===== src/rtl/rob_commit.sv =====
// rob_commit: 8-entry reorder buffer with in-order retirement.
// Issue allocates at the tail, execution units complete entries by tag, and
// the oldest completed entry retires one per cycle toward regbank.
//
// Handshake: an allocation fires only on a cycle where alloc_valid && alloc_ready
// are both high at the clock edge; alloc_ready is purely !full (registered
// occupancy), so it never depends on alloc_valid or on same-cycle retirement.
module rob_commit #(
    parameter int ROB_DEPTH = 8,
    parameter int TAG_W     = 3,
    parameter int REG_W     = 4,
    parameter int FUNC_W    = 4,
    parameter int DATA_W    = 16
) (
    input  logic              clk1,
    input  logic              rst_n,
    input  logic              alloc_valid,
    input  logic [FUNC_W-1:0] alloc_func,
    input  logic [REG_W-1:0]  alloc_rd,
    output logic              alloc_ready,
    output logic [TAG_W-1:0]  alloc_tag,
    input  logic              wb_valid,
    input  logic [TAG_W-1:0]  wb_tag,
    input  logic [DATA_W-1:0] wb_data,
    input  logic              flush,
    output logic              commit_valid,
    output logic              commit_we,
    output logic [REG_W-1:0]  commit_rd,
    output logic [DATA_W-1:0] commit_data,
    output logic [TAG_W-1:0]  commit_tag,
    output logic [TAG_W-1:0]  head_p,
    output logic [TAG_W-1:0]  tail_p,
    output logic [TAG_W:0]    count,
    output logic              full,
    output logic              empty,
    output logic              stray_wb
);

    localparam int CNT_W = TAG_W + 1;

    // Per-entry state
    logic              valid_q [ROB_DEPTH];
    logic              valid_d [ROB_DEPTH];
    logic              done_q  [ROB_DEPTH];
    logic              done_d  [ROB_DEPTH];
    logic [FUNC_W-1:0] func_q  [ROB_DEPTH];
    logic [FUNC_W-1:0] func_d  [ROB_DEPTH];
    logic [REG_W-1:0]  rd_q    [ROB_DEPTH];
    logic [REG_W-1:0]  rd_d    [ROB_DEPTH];
    logic [DATA_W-1:0] data_q  [ROB_DEPTH];
    logic [DATA_W-1:0] data_d  [ROB_DEPTH];

    // Pointers and occupancy
    logic [TAG_W-1:0] head_q, head_d;
    logic [TAG_W-1:0] tail_q, tail_d;
    logic [CNT_W-1:0] count_q, count_d;

    // Registered retirement outputs
    logic              commit_valid_q, commit_valid_d;
    logic              commit_we_q, commit_we_d;
    logic [REG_W-1:0]  commit_rd_q, commit_rd_d;
    logic [DATA_W-1:0] commit_data_q, commit_data_d;
    logic [TAG_W-1:0]  commit_tag_q, commit_tag_d;
    logic              stray_q, stray_d;

    logic full_w;
    logic alloc_fire;
    logic wb_hit;
    logic commit_fire;
    logic unused_func_lo;

    // Opcode class only needs the upper two bits; the low bits are carried for completeness.
    assign unused_func_lo = ^func_q[head_q][1:0];

    assign full_w      = (count_q == CNT_W'(ROB_DEPTH));
    assign alloc_fire  = alloc_valid && !full_w;
    // Hit/commit use pre-edge state, so a writeback never retires in the edge it lands.
    assign wb_hit      = wb_valid && valid_q[wb_tag] && !done_q[wb_tag];
    assign commit_fire = valid_q[head_q] && done_q[head_q];

    assign alloc_ready  = !full_w;
    assign alloc_tag    = tail_q;
    assign full         = full_w;
    assign empty        = (count_q == '0);
    assign count        = count_q;
    assign head_p       = head_q;
    assign tail_p       = tail_q;
    assign commit_valid = commit_valid_q;
    assign commit_we    = commit_we_q;
    assign commit_rd    = commit_rd_q;
    assign commit_data  = commit_data_q;
    assign commit_tag   = commit_tag_q;
    assign stray_wb     = stray_q;

    // Next-state: flush wins over everything, else writeback, allocate and retire together.
    always_comb begin
        valid_d        = valid_q;
        done_d         = done_q;
        func_d         = func_q;
        rd_d           = rd_q;
        data_d         = data_q;
        head_d         = head_q;
        tail_d         = tail_q;
        count_d        = count_q;
        commit_valid_d = 1'b0;
        commit_we_d    = commit_we_q;
        commit_rd_d    = commit_rd_q;
        commit_data_d  = commit_data_q;
        commit_tag_d   = commit_tag_q;
        stray_d        = 1'b0;
        if (flush) begin
            for (int i = 0; i < ROB_DEPTH; i++) begin
                valid_d[i] = 1'b0;
                done_d[i]  = 1'b0;
            end
            head_d  = '0;
            tail_d  = '0;
            count_d = '0;
        end else begin
            if (wb_valid) begin
                if (wb_hit) begin
                    done_d[wb_tag] = 1'b1;
                    data_d[wb_tag] = wb_data;
                end else begin
                    stray_d = 1'b1;
                end
            end
            if (alloc_fire) begin
                valid_d[tail_q] = 1'b1;
                done_d[tail_q]  = 1'b0;
                func_d[tail_q]  = alloc_func;
                rd_d[tail_q]    = alloc_rd;
                tail_d          = tail_q + TAG_W'(1);
            end
            if (commit_fire) begin
                commit_valid_d  = 1'b1;
                commit_we_d     = (func_q[head_q][3:2] == 2'b00);
                commit_rd_d     = rd_q[head_q];
                commit_data_d   = data_q[head_q];
                commit_tag_d    = head_q;
                valid_d[head_q] = 1'b0;
                done_d[head_q]  = 1'b0;
                head_d          = head_q + TAG_W'(1);
            end
            count_d = count_q + CNT_W'(alloc_fire) - CNT_W'(commit_fire);
        end
    end

    // State registers with asynchronous active-low reset.
    always_ff @(posedge clk1 or negedge rst_n) begin
        if (!rst_n) begin
            for (int i = 0; i < ROB_DEPTH; i++) begin
                valid_q[i] <= 1'b0;
                done_q[i]  <= 1'b0;
                func_q[i]  <= '0;
                rd_q[i]    <= '0;
                data_q[i]  <= '0;
            end
            head_q         <= '0;
            tail_q         <= '0;
            count_q        <= '0;
            commit_valid_q <= 1'b0;
            commit_we_q    <= 1'b0;
            commit_rd_q    <= '0;
            commit_data_q  <= '0;
            commit_tag_q   <= '0;
            stray_q        <= 1'b0;
        end else begin
            valid_q        <= valid_d;
            done_q         <= done_d;
            func_q         <= func_d;
            rd_q           <= rd_d;
            data_q         <= data_d;
            head_q         <= head_d;
            tail_q         <= tail_d;
            count_q        <= count_d;
            commit_valid_q <= commit_valid_d;
            commit_we_q    <= commit_we_d;
            commit_rd_q    <= commit_rd_d;
            commit_data_q  <= commit_data_d;
            commit_tag_q   <= commit_tag_d;
            stray_q        <= stray_d;
        end
    end

endmodule


===== config.mk =====
export PLATFORM = sky130hd
export DESIGN_NAME = rob_commit
export DESIGN_NICKNAME = d
export VERILOG_FILES = /design/src/rtl/rob_commit.sv
export SDC_FILE = /design/constraint.sdc
export NUM_CORES = 1
export LEC_CHECK = 0
export CAP_MARGIN = 20
export CORE_UTILIZATION = 50
export DETAILED_ROUTE_END_ITERATION = 12
export GPL_TIMING_DRIVEN = 0
export PLACE_DENSITY = 0.74
export SYNTH_ARGS = -nofsm -noshare
export SYNTH_HDL_FRONTEND = slang
export SYNTH_SLANG_ARGS = --single-unit

===== constraint.sdc =====
create_clock -name clk1 -period 2.31 [get_ports clk1]
set_input_delay 0.3465 -clock clk1 [delete_from_list [all_inputs] [get_ports clk1]]
set_output_delay 0.3465 -clock clk1 [all_outputs]
set_load 0.005 [all_outputs]

==> impl.org, run 1 <==
** Finish
- At the end of the flow, the number of nets in the layout was 931.
- After filler insertion, the fill cell instance count of the layout stands at 1325.
- 0 antenna diodes ended up in the layout.
- The finished layout holds 1173 standard cells, fillers aside.
- Proportion of layout cells with a drive suffix above 1 :: 42.3%
- Commonest cells after routing, fill and taps aside :: 227 x sky130_fd_sc_hd__dfrtp_1, 107 x sky130_fd_sc_hd__mux2_4, 97 x sky130_fd_sc_hd__mux2_2, 71 x sky130_fd_sc_hd__a22oi_1, 64 x sky130_fd_sc_hd__clkdlybuf4s50_1
- Leaving out fill and tap cells, the most frequent cell in the layout is sky130_fd_sc_hd__dfrtp_1.
- For this run, the share of the core covered by cells in the final layout is 68.1%.
- From synthesis to final layout, the design area changed by 31.9%.

** Clocking
- Root buffer selected by CTS :: sky130_fd_sc_hd__clkbuf_16
- CTS clock-pin slew for the worst setup and hold paths :: 60 ps
- Clock tree from TritonCTS :: done
- For the worst-skew pair, the clock arrives at the later sink with an insertion delay of 520 ps.
- H-Tree Level Count :: 1
- The number of clock buffers added by TritonCTS is 24.
- Largest buffer count on any clock path :: 3
- Sinks on the clock net :: 228

** Run
- The tool flagged a number of max-cap violations equal to 0.

** Pwr
- In this run, the combinational gates consume 11.5% of the power.
- The internal power of the cells totals 7.36 mW.
- Dividing total power by cell area gives a power density of 719 nW/um^2.
- Static leakage :: 6.50 nW
- Fraction of power consumed by the clock network :: 41.9%
- Switching share of total power :: 23.5%
- Net switching power :: 2.26 mW
- Sequential fraction of design power :: 46.6%
- The worst-case IR drop observed on VDD is 530 uV.

** STA
- Worst rel slew slack :: 39.9%
- After layout, the worst path uses 107% of the clock period.
- Worst Tran Pin Value :: 902 ps
- In the final timing run, aggregate negative setup slack is -8680 ps.
- Derived from the worst setup path, the maximum achievable clock frequency is 405 MHz.
- Count of final setup violators :: 122
- Final hold slack :: 373 ps
- Subtracting the final worst setup slack from the clock period gives 2470 ps.
- Worst-case setup margin in the final layout :: -161 ps
- Final max-slew violation count :: 0
- The final hold violation count was 0.
- Clock skew after layout :: 8.02 ps
- RSZ-0062 raised after global routing :: yes

** Die
- Io pins :: 74
- Die Height :: 144 um
- Site Rows :: 51
- The region available for standard cell placement spans 19700 um^2.
- Die area :: 20900 um^2
- Once the floorplan was initialized, standard cells occupied 51.6% of the core.
- Die extent in x :: 144 um

** Setup path
- In this run the critical register-to-register path is captured at data_q[30].
- For the worst setup path, the data arrival time is 2870 ps.
- The worst setup path is of the reg2reg kind.
- Element type at the critical path start :: flop
- Reg2Reg Depth :: 8
- Flop2flop setup slack :: -160 ps
- The worst setup path is captured at a flop.
- Startpoint of the lowest-slack register-to-register path :: done_q[4]
- CP Max Fanout :: 7
- At the worst endpoint, the required time is 2710 ps.

** Drt
- Vias per Instance :: 6.16
- Average routed wire per standard cell :: 24.4 um
- For this block, the initial DRC count from the detailed router was 526.
- Final routed DRC violation total :: 0
- Count of nets left with antenna violations after detail routing :: 0
- DRT Pass-1 Iters :: 5
- Via count :: 7229
- The final layout contains routed wiring with a total length of 28.6 mm.

** Synthesis
- In the synthesized netlist, the number of instances is 744.
- Warnings, synthesis :: 0
- Synth top area cells :: sky130_fd_sc_hd__dfrtp_1 56%, sky130_fd_sc_hd__mux2_2 20%, sky130_fd_sc_hd__a22oi_1 5.3%, sky130_fd_sc_hd__mux2_4 1.6%, sky130_fd_sc_hd__mux2_1 1.2%
- In this run, synthesis produced a sequential element count of 228.
- Cell type with the highest aggregate area in the netlist :: sky130_fd_sc_hd__dfrtp_1
- A synthesized cell averages 13.6 um^2.
- Register area share after synthesis :: 56.2%
- Mapped Area :: 10200 um^2
- Synth unique cells :: 52
- Of all flip-flops after synthesis, the portion carrying an async set or reset was 100%.
- The number of nets handed over by synthesis was 785.
- Share of the synthesized area in the top cell type :: 56.2%
- Primary flip-flop cell chosen by synthesis mapping :: sky130_fd_sc_hd__dfrtp_1
- In this run, synthesis inferred 0 flip-flops with an integrated enable.

** Global routing
- Maximum number of pins on one net before global-route repair :: 117
- The number of antenna violations at the first check in global routing is 0.
- Number of global-route vias before repair :: 7554
- Across every metal layer, demand over resource in global routing totals 28.3%.
- The first global-routing pass estimated 43.9 mm of wire.
- The total overflow left after global routing is 0.

** Min path
- Hold path cells :: 4
- Class of the worst hold path :: in2reg
- End point of the worst hold path :: done_q[7]
- The worst hold path begins at wb_tag[1].

** Run status
- Outcome :: finished with violations
- The final reports fail on setup timing.

** Place
- Once detailed placement completed, the half-perimeter wirelength came to 16.8 mm.
- Before CTS, the worst setup slack after placement is -1010 ps.
- Routability cong. :: 0.935
- After detailed placement, the design holds a cell count of 1081.
- In this run the tool buffered the top-level ports with 69 buffer cells.
==> kinds of logic (layout without fill, tap and decap cells) <==
family	after synthesis	in the layout	synth area share [%]
flip-flops	228	228	56.2
multiplexers	209	209	23.9
AO/OA/AOI/OAI	127	127	8.95
AND/OR/NAND/NOR	108	108	6.55
buffers and inverters	59	223	2.87
adder cells (fa/ha/maj)	9	9	1.18
XOR/XNOR	4	4	0.345
==> registers in the layout, summed over array words and instances, names as in the netlist <==
name / flops
func_q: 16
commit_we: 1
commit_tag: 3
head_p: 3
alloc_tag: 3
count: 4
rd_q: 32
data_q: 128
commit_valid: 1
stray_wb: 1
valid_q: 8
commit_data: 16
done_q: 8
commit_rd: 4
==> metal layers <==
metal	global-route usage, %	part of all wire (%)
met1	39.1	42
met2	46.1	48
met3	4.44	7.0
met4	8.64	2.8
met5	0	0
==> layout make-up <==
cell class | count | area, um^2 | share of cell area [%]
Timing Repair Buffer | 122 | 1250 | 9.36
Inverter | 14 | 55.1 | 0.411
Clock buffer | 35 | 703 | 5.25
Multi-Input combinational cell | 457 | 4790 | 35.8
Clock inverter | 9 | 123 | 0.916
Sequential cell | 228 | 5710 | 42.6
Buffer | 43 | 422 | 3.15
Tap cell | 265 | 332 | 2.48
==> synthesized netlist by cell type (all sizes together), types with 2 or more instances <==
cell and n:
nand3 17, nor3 7, mux4 3, nand2 10, nor2 17, inv 14
nor3b 10, a21o 3, and3 2, o21ai 15, a41oi 4, a221oi 5
and3b 3, nand3b 5, a21oi 13, buf 21, a22o 5, a21boi 3
and2 3, xnor2 3, a22oi 71, nor2b 5, nand4 19, clkbuf 24
mux2 204, or3b 3, and4 2, dfrtp 228, ha 8, mux2i 2
o21a 4
==> what timing repair did <==
action                                  CTS  global route
gates resized for setup                 165            36
setup buffers                            35            11
endpoints found under the setup margin  203           172
hold endpoints to repair                115             0
cloned                                    3             1
pin swaps                                 8            12
hold buffers                              1             0
==> critical path, cell delays in order (launching register included) <==
cell,delay (ps)
sky130_fd_sc_hd__dfrtp_1,390
sky130_fd_sc_hd__mux2_4,280
sky130_fd_sc_hd__a222oi_1,410
sky130_fd_sc_hd__and4_1,270
sky130_fd_sc_hd__buf_6,150
sky130_fd_sc_hd__nor3b_4,190
sky130_fd_sc_hd__buf_6,180
sky130_fd_sc_hd__buf_8,160
sky130_fd_sc_hd__mux2_4,310
==> per-stage QoR <==
step           total power [mW]  instance area (um^2)
4_1_cts                    9.57                 13200
2_1_floorplan              5.06                 10400
3_5_place_dp               5.50                 11400
6_report                   9.62                 13400
5_1_grt                    9.96                 13400
3_3_place_gp               5.42                 11400
==> worst max path at each step <==
stage          slack (ps)         end      start
5_1_grt              -210  data_q[30]  done_q[4]
2_1_floorplan         -90  data_q[21]  wb_tag[1]
3_3_place_gp        -8030  data_q[59]      rst_n
3_5_place_dp        -1010  data_q[24]  wb_tag[2]
6_report             -160  data_q[30]  done_q[4]
4_1_cts              -160    count[1]  head_p[0]
==> power by group through the flow <==
stage | clock network (mW) | logic [mW] | registers [mW]
2_1_floorplan | 0 | 0.570 | 4.49
3_3_place_gp | 0 | 0.903 | 4.52
3_5_place_dp | 0 | 0.964 | 4.54
4_1_cts | 4.06 | 1.04 | 4.47
5_1_grt | 4.24 | 1.20 | 4.51
6_report | 4.04 | 1.11 | 4.48
(Power assumes the default switching activity.)
==> inputs of run 2 (changes only) <==
--- a/config.mk
+++ b/config.mk
@@ -6,10 +6,10 @@
 export NUM_CORES = 1
 export LEC_CHECK = 0
 export CAP_MARGIN = 20
-export CORE_UTILIZATION = 50
+export CORE_UTILIZATION = 53
 export DETAILED_ROUTE_END_ITERATION = 12
 export GPL_TIMING_DRIVEN = 0
-export PLACE_DENSITY = 0.74
+export PLACE_DENSITY = 0.78
 export SYNTH_ARGS = -nofsm -noshare
 export SYNTH_HDL_FRONTEND = slang
 export SYNTH_SLANG_ARGS = --single-unit
==> constraint.sdc (replaced) <==
create_clock -name clk1 -period 2.31 [get_ports clk1]
set_input_delay 0.5775 -clock clk1 [delete_from_list [all_inputs] [get_ports clk1]]
set_output_delay 0.5775 -clock clk1 [all_outputs]
set_load 0.005 [all_outputs]
==> impl.org, run 2 (synthesis results as in run 1) <==
** Setup path
- The delay contributed by the slowest stage of the critical path came to 440 ps (+30 ps).
- The worst setup path is captured at a flop.
- Among all stages on the critical path, the largest delay is contributed by sky130_fd_sc_hd__dfrtp_1.
- By instance count, the cell type seen most on the critical path is sky130_fd_sc_hd__buf_12.
- By startpoint and endpoint, the worst setup path is classified as reg2reg.
- Buf+Inv Stages, Crit Path :: 3 (unchanged)
- CP Max Fanout :: 5 (-2)
- Crit path max-delay family :: multiplexers
- STA classifies the critical path startpoint as a flop.
- The required time at the worst-slack endpoint was 2720 ps (about the same).
- The register-to-register path setup slack is -160 ps (about the same).
- The endpoint identified for the worst register-to-register timing path is data_q[59].
- In this run the critical register-to-register path is launched from done_q[2].
- Reg2Reg Depth :: 8 (unchanged)
- Arr. time, crit path :: 2880 ps (about the same)
- CP Cell Sequence :: mux2_2 > a222oi_1 > and4_4 > buf_12 > nand3b_4 > buf_12 > buf_12 > mux2_4

** Clocking
- TritonCTS built the clock tree.
- The post-cts hold buffer count was 0 (-1).
- The clock tree buffer depth is 3 (unchanged).
- Clock latency reported for the late side of the worst-skew pair :: 530 ps (about the same)
- The root buffer cell chosen for the clock tree is sky130_fd_sc_hd__clkbuf_16.
- The H-tree depth reported by CTS is 1 (unchanged).
- The total clock buffers created by CTS came to 24 (unchanged).
- The clock sink count was 228 (unchanged).
- CTS clock-pin slew for the worst setup and hold paths :: 60 ps (about the same)

** Drt
- Average routed wire per standard cell :: 28.1 um (+16%)
- Via count :: 7615 (+5.3%)
- The total length of routed wires came to 32.2 mm (+13%).
- Vias per Instance :: 6.65 (+7.9%)
- The number of nets with antenna violations after detailed routing is 0 (unchanged).
- The number of design-rule violations left by the first detailed-router iteration was 752 (+43%).
- DRT Pass-1 Iters :: 5 (unchanged)
- Final routed DRC violation total :: 0 (unchanged)

** STA
- Setup repair after global routing could not meet its margin everywhere.
- The clock period minus worst slack was 2470 ps (-1.69 ps).
- Clock skew after layout :: 20.3 ps (+12.3 ps)
- Final Hold Viols :: 0 (unchanged)
- The post-route clock period utilization was 107% (about the same).
- The number of pins with negative max-slew slack in the final report is 0 (unchanged).
- The final hold slack was 186 ps (-187 ps).
- The fmax came to 405 MHz (about the same).
- Worst rel slew slack :: 35.2% (-4.7 points)
- Count of final setup violators :: 112 (-8.2%)
- The slew of the pin with the lowest slew margin was 972 ps (+70.3 ps).
- The worst path setup slack after routing is -159 ps (+1.69 ps).

** Pwr
- Fraction of power consumed by the clock network :: 41.2% (-0.7 points)
- The maximum VDD drop came to 598 uV (+13%).
- The switching fraction of total power was 24.1% (+0.53 points).
- Power density of the placed cells :: 709 nW/um^2 (-1.4%)
- The power spent charging and discharging nets is 2.32 mW (+2.6%).
- The part of the total power dissipated in combinational logic was 12.1% (+0.6 points).
- The internal power summed over all cells came to 7.33 mW (-0.35%).
- The portion of total power attributed to sequential cells was 46.7% (about the same).
- The leakage power figure came to 6.67 nW (+2.6%).

** Global routing
- Number of antenna violations at the first check in global routing :: 0 (unchanged)
- GRT Overall Usage :: 32.7% (+4.3 points)
- Wire length of the first global-routing pass :: 48.4 mm (+10%)
- Number of global-route vias before repair :: 8179 (+8.3%)
- The overall overflow remaining after global route came to 0 (unchanged).
- Maximum number of pins on one net before global-route repair :: 129 (+10%)

** Finish
- Relative to the synthesized area, the layout overhead comes to 34.3%.
- Multi-input gate area :: 4930 um^2 (+2.8%)
- Largest registers :: data_q: 128 flops, rd_q: 32 flops
- The register area came to 5710 um^2 (about the same).
- The final net count was 939 (+0.86%).
- Leading cell type in the layout, fill and taps excluded :: sky130_fd_sc_hd__dfrtp_1
- The top cell types in the final layout, fill and taps aside, are 226 x sky130_fd_sc_hd__dfrtp_1, 132 x sky130_fd_sc_hd__mux2_4, 72 x sky130_fd_sc_hd__mux2_2, 71 x sky130_fd_sc_hd__a22oi_1, 64 x sky130_fd_sc_hd__clkdlybuf4s50_1.
- The register with the most flip-flops in the final layout is data_q.
- The number of antenna cells inserted is 0 (unchanged).
- The fraction of layout cells with a size suffix above 1 is 43.8% (+1.5 points).
- The number of flip-flops in the largest register was 128 (unchanged).
- Filler cell count in the final layout :: 1093 (-18%)

** Die
- The boundary pin count came to 74 (unchanged).
- Die Height :: 140 um (-2.8%)
- The area of the core region is 18800 um^2 (-4.5%).
- The starting utilization of the core area was 54.1% (+2.4 points).
- The number of rows in the core area was 50 (-2.0%).
- The horizontal extent of the die came to 140 um (-2.8%).
- Die area :: 19700 um^2 (-5.6%)

** Place
- Pre-CTS setup slack :: -1190 ps (-180 ps)
- The detailed placement HPWL is 16.9 mm (+0.44%).
- Routability cong. :: 0.899 (-3.8%)
- The count of buffers inserted at the top-level ports came to 69 (unchanged).

** Run status
- Outcome :: finished with violations
- The final reports fail on setup timing.

** Run
- Max-cap viol count :: 0 (unchanged)

** Min path
- The worst hold path belongs to the class in2async.
run 2: metrics by stage:
step                      total power, mW  TNS (ps)  util [%]  std cells  area (um^2)
final                                9.66     -6920      72.6       1145        13600
after global routing                 9.93    -10390      72.6       1145        13600
after CTS                            9.54     -8010      71.7       1141        13500
after detailed placement             5.51   -156270      60.7       1051        11400
after global placement               5.42  -2011220      60.4       1047        11300
after floorplan                      5.06    -23990         -        744        10400
run 2: area by class of cell:
type                    instances  area share (%)
plain buffers                  41            3.07
well taps                     234            2.15
clock inverters                 8           0.927
clock buffers                  31            4.97
multi-input cells             457            36.2
inverters                      14           0.386
flip-flops and latches        228            41.9
repair buffers                132            10.5
run 2: repair_timing:
action,4_1_cts,5_1_grt
gates resized for setup,212,46
buffers inserted,49,11
hold endpoints to repair,0,0
cloned,5,2
pin swaps,9,6
setup endpoints to repair,224,192
run 2: worst register-to-register path, stage by stage (launching register included):
cell and delay [ps]:
sky130_fd_sc_hd__dfrtp_1 440, sky130_fd_sc_hd__mux2_2 310, sky130_fd_sc_hd__a222oi_1 340, sky130_fd_sc_hd__and4_4 340, sky130_fd_sc_hd__buf_12 120, sky130_fd_sc_hd__nand3b_4 150
sky130_fd_sc_hd__buf_12 210, sky130_fd_sc_hd__buf_12 140, sky130_fd_sc_hd__mux2_4 300
run 2: worst max path at each step:
stage               from    endpoint  depth (start not counted)
4_1_cts         count[2]        full                          6
3_3_place_gp       rst_n  data_q[43]                          1
2_1_floorplan  wb_tag[1]  data_q[21]                          8
5_1_grt         count[2]    count[3]                         12
3_5_place_dp   wb_tag[2]  data_q[24]                          9
6_report       done_q[2]  data_q[59]                          8
run 2: layer usage:
metal / global-route usage, % / part of all wire (%) / wire length [um] / vias up
li1: - / - / - / 3077
met1: 41.1 / 38 / 12400 / 3957
met2: 53.4 / 48 / 15500 / 466
met5: 0 / 0 / 0 / -
met3: 7.45 / 8.6 / 2780 / 115
met4: 16.1 / 4.8 / 1560 / 0
run 2: power by group through the flow:
stage,combinational [mW],sequential (mW),clock (mW)
global route,1.25,4.53,4.14
floorplan,0.571,4.49,0
finish,1.17,4.51,3.98
CTS,1.07,4.49,3.99
detailed placement,0.961,4.55,0
global placement,0.900,4.52,0
